## src/rtl/sr_set_reset_driver.sv

```systemverilog
// sr_set_reset_driver
//   Command-side driver for a bank of N set/reset flops. Each accepted
//   "write value V to channel I" request becomes a PULSE_W-cycle set or
//   reset pulse on that channel's s/r pair. A GAP-cycle quiet period
//   follows each pulse. A shadow copy of every channel's state is kept,
//   and writes that would not change a channel are skipped. The
//   combination s[k]=1,r[k]=1 is never produced. At most one s/r line is
//   high in any cycle.
//
// Optional feature (macro SR_READBACK_CHECK_EN):
//   - Adds the ports q_fb, err and err_idx.
//   - The GAP period is stretched to at least one cycle.
//   - At the edge that ends the first GAP cycle, q_fb[idx] is compared
//     with the value just written.
//   - The first mismatch sets err, which stays set until reset.
//   - The first mismatch also records err_idx. Later mismatches do not
//     change it.
//
// Ports:
//   clk        in   1      clock, rising edge
//   rst        in   1      synchronous active-high reset
//   req_valid  in   1      request present
//   req_ready  out  1      (state==IDLE) & ~rst
//   req_idx    in   IDX_W  target channel
//   req_val    in   1      1 = set, 0 = reset
//   s          out  N      registered set pulses
//   r          out  N      registered reset pulses
//   shadow     out  N      believed state of each channel
//   busy       out  1      high while in PULSE or GAP
//   q_fb       in   N      channel feedback       (SR_READBACK_CHECK_EN only)
//   err        out  1      sticky mismatch flag   (SR_READBACK_CHECK_EN only)
//   err_idx    out  IDX_W  first mismatch channel (SR_READBACK_CHECK_EN only)

module sr_set_reset_driver #(
  parameter int N       = 4,
  parameter int IDX_W   = 2,
  parameter int PULSE_W = 2,
  parameter int GAP     = 1
) (
  input  logic             clk,
  input  logic             rst,
  input  logic             req_valid,
  output logic             req_ready,
  input  logic [IDX_W-1:0] req_idx,
  input  logic             req_val,
  output logic [N-1:0]     s,
  output logic [N-1:0]     r,
  output logic [N-1:0]     shadow,
`ifdef SR_READBACK_CHECK_EN
  input  logic [N-1:0]     q_fb,
  output logic             err,
  output logic [IDX_W-1:0] err_idx,
`endif
  output logic             busy
);

  // The readback check samples feedback during the GAP period, so GAP
  // must last at least one cycle when the check is built in.
`ifdef SR_READBACK_CHECK_EN
  localparam int GAP_EFF = (GAP < 1) ? 1 : GAP;
`else
  localparam int GAP_EFF = GAP;
`endif

  localparam int CNT_MAX = (PULSE_W > GAP_EFF) ? PULSE_W : GAP_EFF;
  localparam int CNT_W   = (CNT_MAX < 2) ? 1 : $clog2(CNT_MAX + 1);

  typedef enum logic [1:0] {
    ST_IDLE  = 2'd0,
    ST_PULSE = 2'd1,
    ST_GAP   = 2'd2
  } state_t;

  state_t             state_reg, state_next;
  logic [CNT_W-1:0]   cnt_reg, cnt_next;
  logic [IDX_W-1:0]   idx_reg, idx_next;
  logic               val_reg, val_next;
  logic [N-1:0]       s_reg, s_next;
  logic [N-1:0]       r_reg, r_next;
  logic [N-1:0]       shadow_reg, shadow_next;

  // One-hot decodes of the incoming index and of the latched index.
  // A request whose index decodes to no channel is out of range.
  logic [N-1:0]       sel_req;
  logic [N-1:0]       sel_cur;
  logic               in_range;
  logic               cur_shadow;
  logic               accept;
  logic               start;
  logic               pulse_end;
  logic               gap_end;

  genvar gi;
  generate
    for (gi = 0; gi < N; gi++) begin : g_sel
      assign sel_req[gi] = (req_idx == IDX_W'(gi));
      assign sel_cur[gi] = (idx_reg == IDX_W'(gi));
    end
  endgenerate

  assign in_range   = |sel_req;
  assign cur_shadow = |(shadow_reg & sel_req);
  assign accept     = req_valid & req_ready;
  // Only in-range writes that change the channel start a pulse.
  // Dropped and redundant requests complete the handshake and leave the
  // FSM in IDLE.
  assign start      = accept & in_range & (req_val != cur_shadow);
  assign pulse_end  = (state_reg == ST_PULSE) && (cnt_reg == CNT_W'(PULSE_W - 1));
  assign gap_end    = (state_reg == ST_GAP)   && (cnt_reg == CNT_W'(GAP_EFF - 1));

  // ---------------- state register ----------------
  always_ff @(posedge clk) begin
    if (rst) begin
      state_reg <= ST_IDLE;
    end else begin
      state_reg <= state_next;
    end
  end

  // ---------------- next-state logic ----------------
  always_comb begin
    state_next = state_reg;
    case (state_reg)
      ST_IDLE: begin
        if (start) state_next = ST_PULSE;
      end
      ST_PULSE: begin
        if (pulse_end) state_next = (GAP_EFF == 0) ? ST_IDLE : ST_GAP;
      end
      ST_GAP: begin
        if (gap_end) state_next = ST_IDLE;
      end
      default: state_next = ST_IDLE;
    endcase
  end

  // ---------------- FSM outputs ----------------
  always_comb begin
    req_ready = (state_reg == ST_IDLE) & ~rst;
    busy      = (state_reg != ST_IDLE) & ~rst;
  end

  // ---------------- datapath next values ----------------
  always_comb begin
    cnt_next = '0;
    idx_next = idx_reg;
    val_next = val_reg;
    case (state_reg)
      ST_IDLE: begin
        if (start) begin
          idx_next = req_idx;
          val_next = req_val;
        end
      end
      // The counter counts the cycles already spent in the current
      // state. It goes back to zero on every state change.
      ST_PULSE: cnt_next = pulse_end ? '0 : cnt_reg + CNT_W'(1);
      ST_GAP:   cnt_next = gap_end   ? '0 : cnt_reg + CNT_W'(1);
      default:  cnt_next = '0;
    endcase
  end

  // Pulse lines:
  //   - A line is raised on the accept edge.
  //   - It is held through PULSE.
  //   - It is cleared on the edge that ends PULSE.
  // Only the latched channel's line can be high, so s and r never
  // overlap.
  generate
    for (gi = 0; gi < N; gi++) begin : g_chan
      assign s_next[gi] = (start & req_val & sel_req[gi]) |
                          ((state_reg == ST_PULSE) & ~pulse_end & s_reg[gi]);
      assign r_next[gi] = (start & ~req_val & sel_req[gi]) |
                          ((state_reg == ST_PULSE) & ~pulse_end & r_reg[gi]);
      assign shadow_next[gi] = (pulse_end & sel_cur[gi]) ? val_reg : shadow_reg[gi];
    end
  endgenerate

  always_ff @(posedge clk) begin
    if (rst) begin
      cnt_reg    <= '0;
      idx_reg    <= '0;
      val_reg    <= 1'b0;
      s_reg      <= '0;
      r_reg      <= '0;
      shadow_reg <= '0;
    end else begin
      cnt_reg    <= cnt_next;
      idx_reg    <= idx_next;
      val_reg    <= val_next;
      s_reg      <= s_next;
      r_reg      <= r_next;
      shadow_reg <= shadow_next;
    end
  end

  assign s      = s_reg;
  assign r      = r_reg;
  assign shadow = shadow_reg;

`ifdef SR_READBACK_CHECK_EN
  logic             err_reg, err_next;
  logic [IDX_W-1:0] err_idx_reg, err_idx_next;
  logic             fb_bit;
  logic             check_now;

  assign fb_bit    = |(q_fb & sel_cur);
  // The check happens at the edge that ends the first GAP cycle.
  assign check_now = (state_reg == ST_GAP) && (cnt_reg == '0);

  always_comb begin
    err_next     = err_reg;
    err_idx_next = err_idx_reg;
    if (check_now && (fb_bit != val_reg) && !err_reg) begin
      err_next     = 1'b1;
      err_idx_next = idx_reg;
    end
  end

  always_ff @(posedge clk) begin
    if (rst) begin
      err_reg     <= 1'b0;
      err_idx_reg <= '0;
    end else begin
      err_reg     <= err_next;
      err_idx_reg <= err_idx_next;
    end
  end

  assign err     = err_reg;
  assign err_idx = err_idx_reg;
`endif

endmodule

```

## config.mk

```make
export PLATFORM = sky130hd
export DESIGN_NAME = sr_set_reset_driver
export DESIGN_NICKNAME = d
export VERILOG_FILES = /design/src/rtl/sr_set_reset_driver.sv
export SDC_FILE = /design/constraint.sdc
export NUM_CORES = 1
export LEC_CHECK = 0
export CAP_MARGIN = 20
export CORE_MARGIN = 3
export CORE_UTILIZATION = 30
export DETAILED_ROUTE_END_ITERATION = 8
export PLACE_DENSITY = 0.57
export SLEW_MARGIN = 20
export SYNTH_ARGS = -nofsm -noshare
export SYNTH_HDL_FRONTEND = slang
export SYNTH_SLANG_ARGS = --single-unit
```

## constraint.sdc

```tcl
create_clock -name clk -period 1.85 [get_ports clk]
set_clock_uncertainty 0.2 [all_clocks]
set_input_delay 0.2775 -clock clk [delete_from_list [all_inputs] [get_ports clk]]
set_output_delay 0.2775 -clock clk [all_outputs]
set_load 0.05 [all_outputs]
```

==> reports/results.env, run 1 <==
DESIGN.PORTCOUNT=20
FINAL.PERIOD_UTILIZATION_PCT=95.3
SYNTH-EDFF-COUNT=0
TIMING.FINAL.WS_SETUP_NS=0.0876
WORSTSETUPENDPOINTTYPE='flip-flop'
SYN-NUM-NETS=112
CTS_TREE='done'
DIEAREA_UM2=3920
SETUP_TOTAL_NEGATIVE_SLACK_NS=0
MAX_SLEW_MARGIN_PCT=82.4
REPORTED_LEAKAGE_POWER_nW=0.574
YOSYSUNIQUECELLTYPES=29
ANTENNADIODECOUNT=0
SYN2LAYOUT_AREA_GROWTH_PCT=40.7
SETUP_VIOL=0
GRT_PASS1_VIAS=861
CTS-HTREE-LEVELS=1
CORE_AREA_UM2=2900
PRE_CTS_SLACK_NS=-0.434
ANTENNA_VIOLATIONS_BEFORE_REPAIR=0
DRCVIOLATIONCOUNT=0
CHIPWIDTH_UM=62.6
POWER_PER_CELL_AREA_nW_PER_UM2=822
CTS.SINK_COUNT=19
GPL.FINAL_WEIGHTED_CONGESTION=0.758
POSTROUTEWIRELENGTH_MM=2.16
CTS_MAX_PATH_BUFFERS=2
HPWLAFTERDP_MM=1.67
CLKLATENCYLATEPIN_NS=0.30
GRT_SETUP_UNREPAIRED='false'
CTS_SETUP_BUFFERS=0
FLOORPLAN.INITIALDENSITY_PCT=33.2
CLK_PIN_SLEW_WORST_PATHS_NS=0.10
TIMING.MAX_CAP.VIOLATIONS=0
FINAL_NETS=147
NUM-FILL-CELLS=305
CTSROOTBUFFERMASTER='clkbuf_4'
DATA_ARRIVAL_TIME_AT_THE_WORST_SLACK_ENDPOINT_NS=1.81
FIRST_PASS_GRT_WIRE_LENGTH_MM=3.73
TOTAL_POWER_mW=1.11
GRT_USE_TOTAL_PCT=12.0
WL_MET3_UM=80
IR_WORST_VDD_mV=0.476
FLOORPLAN.DIE.HEIGHT_UM=62.6
SYNTH_WARNINGS=0
DRT_FIRST_ITER_VIOLATIONS=18
FINALMAXSLEWVIOLATIONS=0
VIA_PER_INST=4.89
POSTSYNTH.ASYNCRESETSHARE_PCT=0
FINALHOLDVIOLCOUNT=0
WL_MET1_MM=1.02
PORT_BUFFERS=19
FFS_LATCHES_SYNTH=19
DRTPASS1ITERATIONS=4
SYNTH_AREA_PER_CELL_UM2=9.72
NETLIST_AREA_UM2=962
SEQ_AREA_FRAC_SYNTH_PCT=39.5
HOLD_PATH_CLASS='flip-flop to flip-flop'
GRT_MAX_DEGREE=15
STD_CELL_ROWS=19
VIAS=856
MET2_ROUTED_LENGTH_MM=1.02
HIGHEST-SIGNAL-LAYER='met4'
GLOBAL_ROUTE.OVERFLOW_TOTAL=0
MAX_FREQ_GHz=0.567
TIMING_WORST_SLEW_PIN_VALUE_NS=0.264
ROUTE.ANTENNA.REMAINING_NETS=0
CRIT_PATH_MAX_FANOUT=4
FINAL.MIN_CLOCK_PERIOD_NS=1.76
SYNTHESIS.INSTANCES=99
WORST_SETUP_PATH_START_KIND='flip-flop'
SYNTHFLOPTYPE='dfxtp_1'
FINALCOREUTILIZATION_PCT=46.7
CP_DATA_REQUIRED_TIME_NS=1.90
TRITONCTS.NUM_BUFFERS=3
RESULT_OF_THE_RUN='complete, no violations'
ROUTEDWLPERCELL_UM=12.4
CRITPATHKIND='flip-flop to flip-flop'
PROPORTION_OF_LAYOUT_CELLS_WITH_A_DRIVE_SUFFIX_ABOVE_1_PCT=36.1
## synth_stat cells, types with 3 or more instances
cell type	number	area share, %
dfxtp_1	19	40
nor2_1	13	5.1
ha_1	7	9.1
inv_1	7	2.7
nor2b_1	7	4.6
mux2i_1	6	6.2
a22o_1	3	2.7
a22oi_1	3	2.3
nand2_1	3	1.2
nand4_1	3	2.0
nor3_1	3	1.6
nor3b_1	3	2.3
## metal layers
layer / GRT usage, % / vias to the layer above
li1: - / 426
met1: 14.8 / 404
met2: 19.4 / 21
met3: 2.52 / 5
met4: 6.61 / 0
met5: 0 / -
## cell families (layout without fill, tap and decap cells)
kind of cell / Yosys count / after routing / synth area share (%)
simple gates: 40 / 40 / 23.4
flops: 19 / 19 / 39.5
compound gates: 15 / 15 / 13.8
buf+inv: 10 / 44 / 4.68
fa+ha+maj: 7 / 7 / 9.10
mux: 7 / 7 / 8.58
xor+xnor: 1 / 1 / 0.910
## worst paths after layout
path         startpoint      endpoint  slack (ns)  cells past startpoint
max           shadow[3]  state_reg[0]        0.09                      5
min          cnt_reg[0]    cnt_reg[0]        0.26                      1
max reg2reg   shadow[3]  state_reg[0]        0.09                      5
min reg2reg  cnt_reg[0]    cnt_reg[0]        0.26                      1
## power breakdown
group          internal [mW]  switching, mW
logic                  0.221          0.221
clock network         0.0843          0.128
registers              0.435         0.0240
## per-stage QoR
stage / hold WS, ns / cells / instance area [µm²]
global placement: 0.234 / 171 / 1300
CTS: 0.267 / 175 / 1340
finish: 0.262 / 175 / 1350
floorplan: 0.200 / 99 / 972
detailed placement: 0.255 / 171 / 1300
global route: 0.284 / 175 / 1350
## cell usage in the layout, fill, tap and decap left out
cell type / n
buf_4: 25
a32o_1: 1
nor2_2: 2
a22o_1: 3
a21oi_2: 1
nor3b_1: 3
o41ai_2: 2
dfxtp_1: 14
clkdlybuf4s50_1: 4
a32oi_1: 1
nor2b_2: 1
o21ai_1: 2
nor2b_4: 1
ha_4: 1
inv_1: 5
xor2_1: 1
dlygate4sd2_1: 1
nand4_1: 3
nand2_1: 3
nor4b_1: 1
buf_12: 3
clkbuf_4: 3
ha_1: 6
nor2_1: 12
inv_2: 2
and4b_4: 1
nand3_1: 2
nand4b_1: 1
dfxtp_2: 5
a211o_1: 2
a22oi_1: 3
nor4bb_1: 1
mux4_2: 1
clkbuf_1: 1
mux2i_1: 6
nor3_1: 3
nor2b_1: 5
and2b_1: 1
## worst max-delay path, stage by stage, from the launching register on
cell	delay [ns]
dfxtp_2	0.34
mux4_2	0.51
xor2_1	0.17
buf_4	0.15
a211o_1	0.28
nand3_1	0.06
## layout make-up
cell class / count / area [µm²] / area share [%]
tap: 42 / 52.6 / 3.88
sequential: 19 / 387 / 28.6
multi-input combinational: 70 / 566 / 41.8
inverter: 7 / 26.3 / 1.94
clock buffer: 4 / 26.3 / 1.94
timing repair buffer: 33 / 297 / 21.9
## timing repair
action	4_1_cts	5_1_grt
resized for setup	6	3
endpoints found under the setup margin	9	6
hold buffers	0	0
Power figures use the tool's default switching activity.
==> run 2: changes to the inputs <==
Settings changed: CORE_MARGIN 3 to 2.
==> reports/results.env, run 2 (synthesized netlist as in run 1, its figures left out) <==
RESULT_OF_THE_RUN='complete, no violations'  # unchanged
ROUTE.ANTENNA.REMAINING_NETS=0  # unchanged
INTERNAL_POWER_uW=747  # was 740 µW
POWER.SHARE.COMBINATIONAL_PCT=40.3  # was 39.7%
LAYOUT_COMMON_CELLS='buf_4, dfxtp_1, nor2_1'  # unchanged
ANTENNA_VIOLATIONS_BEFORE_REPAIR=0  # unchanged
CTS-HTREE-LEVELS=1  # unchanged
GRT_USE_TOTAL_PCT=14.2  # was 12.0%
POWER_PER_CELL_AREA_nW_PER_UM2=830  # was 822 nW/µm²
SEQ_PWR_SHARE_PCT=40.8  # was 41.2%
VIA_PER_INST=4.69  # was 4.89
PRE_CTS_SLACK_NS=-0.352  # was -0.434 ns
WORST_SETUP_PATH_START_KIND='flip-flop'  # unchanged
CORE_AREA_UM2=3050  # was 2900 µm²
CLKLATENCYLATEPIN_NS=0.29  # was 0.30 ns
ANTENNADIODECOUNT=0  # unchanged
CTS.SINK_COUNT=19  # unchanged
TIMING.FINAL.WS_SETUP_NS=0.0783  # was 0.0876 ns
FINALMAXSLEWVIOLATIONS=0  # unchanged
FLOORPLAN.DIE.HEIGHT_UM=60.6  # was 62.6 µm
MOSTFREQUENTLAYOUTCELL='buf_4'  # unchanged
DP_CELLS=172  # was 171
DATA_ARRIVAL_TIME_AT_THE_WORST_SLACK_ENDPOINT_NS=1.29  # was 1.81 ns
CRITPATHKIND='flip-flop to output pin'  # was flip-flop to flip-flop
WORSTSETUPENDPOINTTYPE='output pin'  # was flip-flop
FLOORPLAN.INITIALDENSITY_PCT=31.5  # was 33.2%
FINAL.MIN_CLOCK_PERIOD_NS=1.77  # was 1.76 ns
DIEAREA_UM2=3680  # was 3920 µm²
TIMING.CRITICAL_PATH.CELLS='inv_2, ha_4, nor2_2, buf_12'  # was mux4_2, xor2_1, buf_4, a211o_1, nand3_1
REPORTED_LEAKAGE_POWER_nW=0.567  # was 0.574 nW
TIMING.MAX_CAP.VIOLATIONS=0  # unchanged
GRT_MAX_DEGREE=13  # was 15
CTSROOTBUFFERMASTER='clkbuf_4'  # unchanged
CRIT_PATH_MAX_FANOUT=6  # was 4
TIMING.CRITICAL_PATH.MAX_DELAY_FAMILY='flip-flops'  # was multiplexers
POWER.SWITCHING_uW=372  # about the same
FINALHOLDVIOLCOUNT=0  # unchanged
DESIGN.PORTCOUNT=20  # unchanged
CTS_MAX_PATH_BUFFERS=2  # unchanged
DRTPASS1ITERATIONS=4  # unchanged
PORT_BUFFERS=19  # unchanged
FINAL_NETS=147  # unchanged
PROPORTION_OF_LAYOUT_CELLS_WITH_A_DRIVE_SUFFIX_ABOVE_1_PCT=35.3  # was 36.1%
DRT_FIRST_ITER_VIOLATIONS=8  # was 18
CHIPWIDTH_UM=60.6  # was 62.6 µm
ROUTEDWLPERCELL_UM=12.3  # was 12.4 µm
SYN2LAYOUT_AREA_GROWTH_PCT=40.2  # was 40.7%
POST_CTS_HOLD_BUFFER_COUNT=0  # unchanged
IR_WORST_VDD_mV=0.417  # was 0.476 mV
FINAL.PERIOD_UTILIZATION_PCT=95.8  # was 95.3%
CRITICAL_PATH.SLOWEST_CELL='dfxtp_1'  # was mux4_2
FINALCOREUTILIZATION_PCT=44.2  # was 46.7%
DRCVIOLATIONCOUNT=0  # unchanged
SETUP_TOTAL_NEGATIVE_SLACK_NS=0  # unchanged
WORST-PATH-BUF-INV=2  # was 1
MAX_FREQ_GHz=0.564  # was 0.567 GHz
FIRST_PASS_GRT_WIRE_LENGTH_MM=3.86  # was 3.73 mm
STD_CELL_ROWS=20  # was 19
HPWLAFTERDP_MM=1.69  # was 1.67 mm
CRITICAL-PATH-MAX-STAGE-DELAY_NS=0.42  # was 0.51 ns
POSTROUTEWIRELENGTH_MM=2.18  # was 2.16 mm
MAX_SLEW_MARGIN_PCT=81.3  # was 82.4%
SWITCHING_SHARE_PCT=33.3  # was 33.5%
TIMING_WORST_SLEW_PIN_VALUE_NS=0.277  # was 0.264 ns
TRITONCTS.NUM_BUFFERS=3  # unchanged
CLOCKPOWERSHARE_PCT=19.0  # was 19.1%
CTS_TREE='done'  # unchanged
CLK_PIN_SLEW_WORST_PATHS_NS=0.11  # was 0.10 ns
CP_DATA_REQUIRED_TIME_NS=1.37  # was 1.90 ns
VIAS=830  # was 856
GRT_PASS1_VIAS=848  # was 861
GPL.FINAL_WEIGHTED_CONGESTION=0.746  # was 0.758
HOLD_PATH_CLASS='flip-flop to flip-flop'  # unchanged
FINAL_INSTANCE_COUNT_WITHOUT_FILLER_CELLS=177  # was 175
SETUP_VIOL=0  # unchanged
GLOBAL_ROUTE.OVERFLOW_TOTAL=0  # unchanged
==> run 2: power groups by stage <==
stage	logic (mW)	clock network, mW	registers, mW
after floorplan	0.221	0	0.473
final	0.451	0.212	0.456
after detailed placement	0.410	0	0.465
after CTS	0.435	0.222	0.457
after global routing	0.497	0.243	0.461
after global placement	0.404	0	0.464
==> run 2: per-layer routing <==
layer  part of all wire (%)  vias to the layer above  global-route usage (%)  wire length [µm]
met1                     46                      391                    17.6              1000
met2                     51                       15                    24.3              1110
li1                       -                      422                       -                 -
met4                   0.46                        0                    5.59                10
met3                    2.9                        2                    2.77                64
met5                      0                        -                       0                 0
==> run 2: stage by stage <==
| stage | instance area [µm²] | hold WS (ns) | total power [mW] |
|---|---|---|---|
| global placement | 1290 | 0.240 | 0.868 |
| finish | 1350 | 0.283 | 1.12 |
| global route | 1350 | 0.308 | 1.20 |
| detailed placement | 1290 | 0.264 | 0.875 |
| floorplan | 972 | 0.200 | 0.694 |
| CTS | 1330 | 0.292 | 1.11 |
==> run 2: final timing paths <==
path / start / to / slack, ns / cells past startpoint
max: state_reg[0] / busy / 0.08 / 4
min: s[3] / s[3] / 0.28 / 1
max reg2reg: state_reg[1] / state_reg[0] / 0.14 / 7
min reg2reg: s[3] / s[3] / 0.28 / 1
==> run 2: what timing repair did <==
action,4_1_cts,5_1_grt
setup endpoints to repair,7,8
buffers inserted,0,1
resized for setup,5,3
gates cloned,0,0
pin swaps,1,0
==> run 2: layout make-up <==
| type | count | area, µm² |
|---|---|---|
| Timing Repair Buffer | 33 | 284 |
| Tap cell | 44 | 55.1 |
| Clock buffer | 4 | 26.3 |
| Inverter | 7 | 26.3 |
| Sequential cell | 19 | 385 |
| Fill cell | 323 | 1700 |
| Multi-Input combinational cell | 70 | 572 |
==> run 3: changes to the inputs <==
--- a/config.mk
+++ b/config.mk
@@ -11,4 +11,5 @@
 export DETAILED_ROUTE_END_ITERATION = 8
 export PLACE_DENSITY = 0.57
+export REMOVE_ABC_BUFFERS = 1
 export SLEW_MARGIN = 20
 export SYNTH_ARGS = -nofsm -noshare
--- a/constraint.sdc
+++ b/constraint.sdc
@@ -3,3 +3,3 @@
 set_input_delay 0.2775 -clock clk [delete_from_list [all_inputs] [get_ports clk]]
 set_output_delay 0.2775 -clock clk [all_outputs]
-set_load 0.05 [all_outputs]
+set_load 0.005 [all_outputs]
==> reports/results.env, run 3 (synthesized netlist as in run 1, its figures left out) <==
CRITICAL_PATH_DEPTH=4  # unchanged
CTS_SETUP_BUFFERS=0  # unchanged
PORT_BUFFERS=19  # unchanged
HOLD_PATH_CLASS='flip-flop to flip-flop'  # unchanged
PROPORTION_OF_LAYOUT_CELLS_WITH_A_DRIVE_SUFFIX_ABOVE_1_PCT=22.6  # was 35.3%
GRT_USE_TOTAL_PCT=13.8  # was 14.2%
DP_CELLS=173  # was 172
DATA_ARRIVAL_TIME_AT_THE_WORST_SLACK_ENDPOINT_NS=1.27  # was 1.29 ns
FINAL_NETS=147  # unchanged
VIAS=829  # was 830
MOSTFREQUENTLAYOUTCELL='dfxtp_1'  # was buf_4
CTS_MAX_PATH_BUFFERS=2  # unchanged
CP_DATA_REQUIRED_TIME_NS=1.37  # about the same
CHIPWIDTH_UM=60.6  # unchanged
ROUTEDWLPERCELL_UM=12.1  # was 12.3 µm
CTS_TREE='done'  # unchanged
SWITCHING_SHARE_PCT=30.6  # was 33.3%
SETUP_VIOL=0  # unchanged
IR_WORST_VDD_mV=0.407  # was 0.417 mV
INTERNAL_POWER_uW=709  # was 747 µW
FINAL.PERIOD_UTILIZATION_PCT=94.5  # was 95.8%
MAX_FREQ_GHz=0.572  # was 0.564 GHz
CRITICAL_PATH.SLOWEST_CELL='dfxtp_1'  # unchanged
CRIT_PATH_MAX_FANOUT=3  # was 6
TRITONCTS.NUM_BUFFERS=3  # unchanged
FINALCOREUTILIZATION_PCT=44.1  # was 44.2%
TIMING.CRITICAL_PATH.MAX_DELAY_FAMILY='flip-flops'  # unchanged
ANTENNA_VIOLATIONS_BEFORE_REPAIR=0  # unchanged
SEQ_PWR_SHARE_PCT=44.9  # was 40.8%
REG_TO_REG_START='shadow[3]'  # was state_reg[1]
WORST_SETUP_PATH_START_KIND='flip-flop'  # unchanged
POST_DP_CELL_AREA_UM2=1290  # about the same
FLOORPLAN.INITIALDENSITY_PCT=31.5  # unchanged
POWER.SWITCHING_uW=312  # was 372 µW
GRT_SETUP_UNREPAIRED='false'
ANTENNADIODECOUNT=0  # unchanged
CLKLATENCYLATEPIN_NS=0.28  # was 0.29 ns
CLOCKPOWERSHARE_PCT=19.5  # was 19.0%
TIMING_WORST_SLEW_PIN_VALUE_NS=0.245  # was 0.277 ns
DRTPASS1ITERATIONS=3  # was 4
FLOORPLAN.DIE.HEIGHT_UM=60.6  # unchanged
DRCVIOLATIONCOUNT=0  # unchanged
WORSTREG2REGEND='idx_reg[0]'  # was state_reg[0]
TIMING.MAX_CAP.VIOLATIONS=0  # unchanged
GLOBAL_ROUTE.OVERFLOW_TOTAL=0  # unchanged
FINALHOLDVIOLCOUNT=0  # unchanged
FINALMAXSLEWVIOLATIONS=0  # unchanged
TIMING.FINAL.WS_SETUP_NS=0.101  # was 0.0783 ns
HPWLAFTERDP_MM=1.68  # was 1.69 mm
FINAL.MIN_CLOCK_PERIOD_NS=1.75  # was 1.77 ns
DESIGN_AREA_UM2=1350  # about the same
REPORTED_LEAKAGE_POWER_nW=0.532  # was 0.567 nW
POWER_PER_CELL_AREA_nW_PER_UM2=759  # was 830 nW/µm²
MAX_SLEW_MARGIN_PCT=83.6  # was 81.3%
DIEAREA_UM2=3680  # unchanged
DESIGN.PORTCOUNT=20  # unchanged
CRITPATHKIND='flip-flop to output pin'  # unchanged
FIRST_PASS_GRT_WIRE_LENGTH_MM=3.86  # about the same
FINAL_INSTANCE_COUNT_WITHOUT_FILLER_CELLS=177  # unchanged
CELL_COUNT_OF_THE_WORST_REG_TO_REG_PATH=4  # was 7
DRT_FIRST_ITER_VIOLATIONS=18  # was 8
STD_CELL_ROWS=20  # unchanged
VIA_PER_INST=4.68  # was 4.69
CRITPATHCAPTURE='req_ready'  # was busy
SETUP.WORST_PATH.START='state_reg[1]'  # was state_reg[0]
REGISTER_TO_REGISTER_SETUP_SLACK_NS=0.13  # was 0.14 ns
ROUTE.ANTENNA.REMAINING_NETS=0  # unchanged
RESULT_OF_THE_RUN='complete, no violations'  # unchanged
GRT_PASS1_VIAS=883  # was 848
CRITICAL-PATH-MAX-STAGE-DELAY_NS=0.37  # was 0.42 ns
CTS.SINK_COUNT=19  # unchanged
SYN2LAYOUT_AREA_GROWTH_PCT=39.8  # was 40.2%
TIMING.CRITICAL_PATH.CELLS='inv_2, ha_4, nor2b_1, dlygate4sd2_1'  # was inv_2, ha_4, nor2_2, buf_12
CTS-HTREE-LEVELS=1  # unchanged
CTSROOTBUFFERMASTER='clkbuf_4'  # unchanged
TOTAL_POWER_mW=1.02  # was 1.12 mW
CORE_AREA_UM2=3050  # unchanged
PRE_CTS_SLACK_NS=-0.355  # was -0.352 ns
WORSTSETUPENDPOINTTYPE='output pin'  # unchanged
WORST-PATH-BUF-INV=2  # unchanged
GPL.FINAL_WEIGHTED_CONGESTION=0.709  # was 0.746
GRT_MAX_DEGREE=19  # was 13
POSTROUTEWIRELENGTH_MM=2.15  # was 2.18 mm
LAYOUT_COMMON_CELLS='dfxtp_1, clkdlybuf4s50_1, buf_4'  # was buf_4, dfxtp_1, nor2_1
POWER.SHARE.COMBINATIONAL_PCT=35.6  # was 40.3%
CLK_PIN_SLEW_WORST_PATHS_NS=0.10  # was 0.11 ns
## run 3: changes by cell type in the layout (fill, tap and decap cells not counted), moves of 2 or more
cell / before / now
buf_4: 26 / 14
clkdlybuf4s50_1: 4 / 16
dfxtp_1: 15 / 18
dfxtp_2: 4 / 1
buf_12: 2 / 0
dlygate4sd2_1: 1 / 3
## run 3: metal layers
layer,routed length [µm],global-route usage (%),vias to the layer above
li1,-,-,423
met1,1020,17.7,393
met2,1060,23.7,11
met3,57,1.92,2
met4,10,4.66,0
met5,0,0,-
## run 3: area by class of cell
type | count | area, µm²
Sequential cell | 19 | 382
Clock inverter | 1 | 5.00
Tap cell | 44 | 55.1
Inverter | 7 | 26.3
Timing Repair Buffer | 33 | 292
Multi-Input combinational cell | 70 | 563
Fill cell | 319 | 1710
Clock buffer | 3 | 22.5
## run 3: worst min-delay path by stage
stage / startpoint / end / cells past startpoint
after floorplan: rst / r[0] / 1
after global routing: cnt_reg[0] / cnt_reg[0] / 1
after global placement: cnt_reg[0] / cnt_reg[0] / 1
after CTS: cnt_reg[0] / cnt_reg[0] / 1
final: cnt_reg[0] / cnt_reg[0] / 1
after detailed placement: cnt_reg[0] / cnt_reg[0] / 1
## run 3: power groups by stage
stage / clock [mW] / combinational [mW] / sequential, mW
6_report: 0.199 / 0.363 / 0.458
5_1_grt: 0.238 / 0.406 / 0.463
4_1_cts: 0.210 / 0.360 / 0.458
3_5_place_dp: 0 / 0.345 / 0.464
3_3_place_gp: 0 / 0.341 / 0.463
2_1_floorplan: 0 / 0.173 / 0.460
## run 3: metrics by stage
| stage | hold WS [ns] | setup TNS [ns] |
|---|---|---|
| after global placement | 0.234 | -3.47 |
| after floorplan | 0.150 | 0 |
| after global routing | 0.314 | 0 |
| final | 0.262 | 0 |
| after detailed placement | 0.255 | -3.73 |
| after CTS | 0.267 | 0 |
## run 3: timing repair
action | CTS | global route
resized for setup | 9 | 2
hold buffers | 0 | 0
setup endpoints to repair | 7 | 2
hold endpoints to repair | 0 | 0
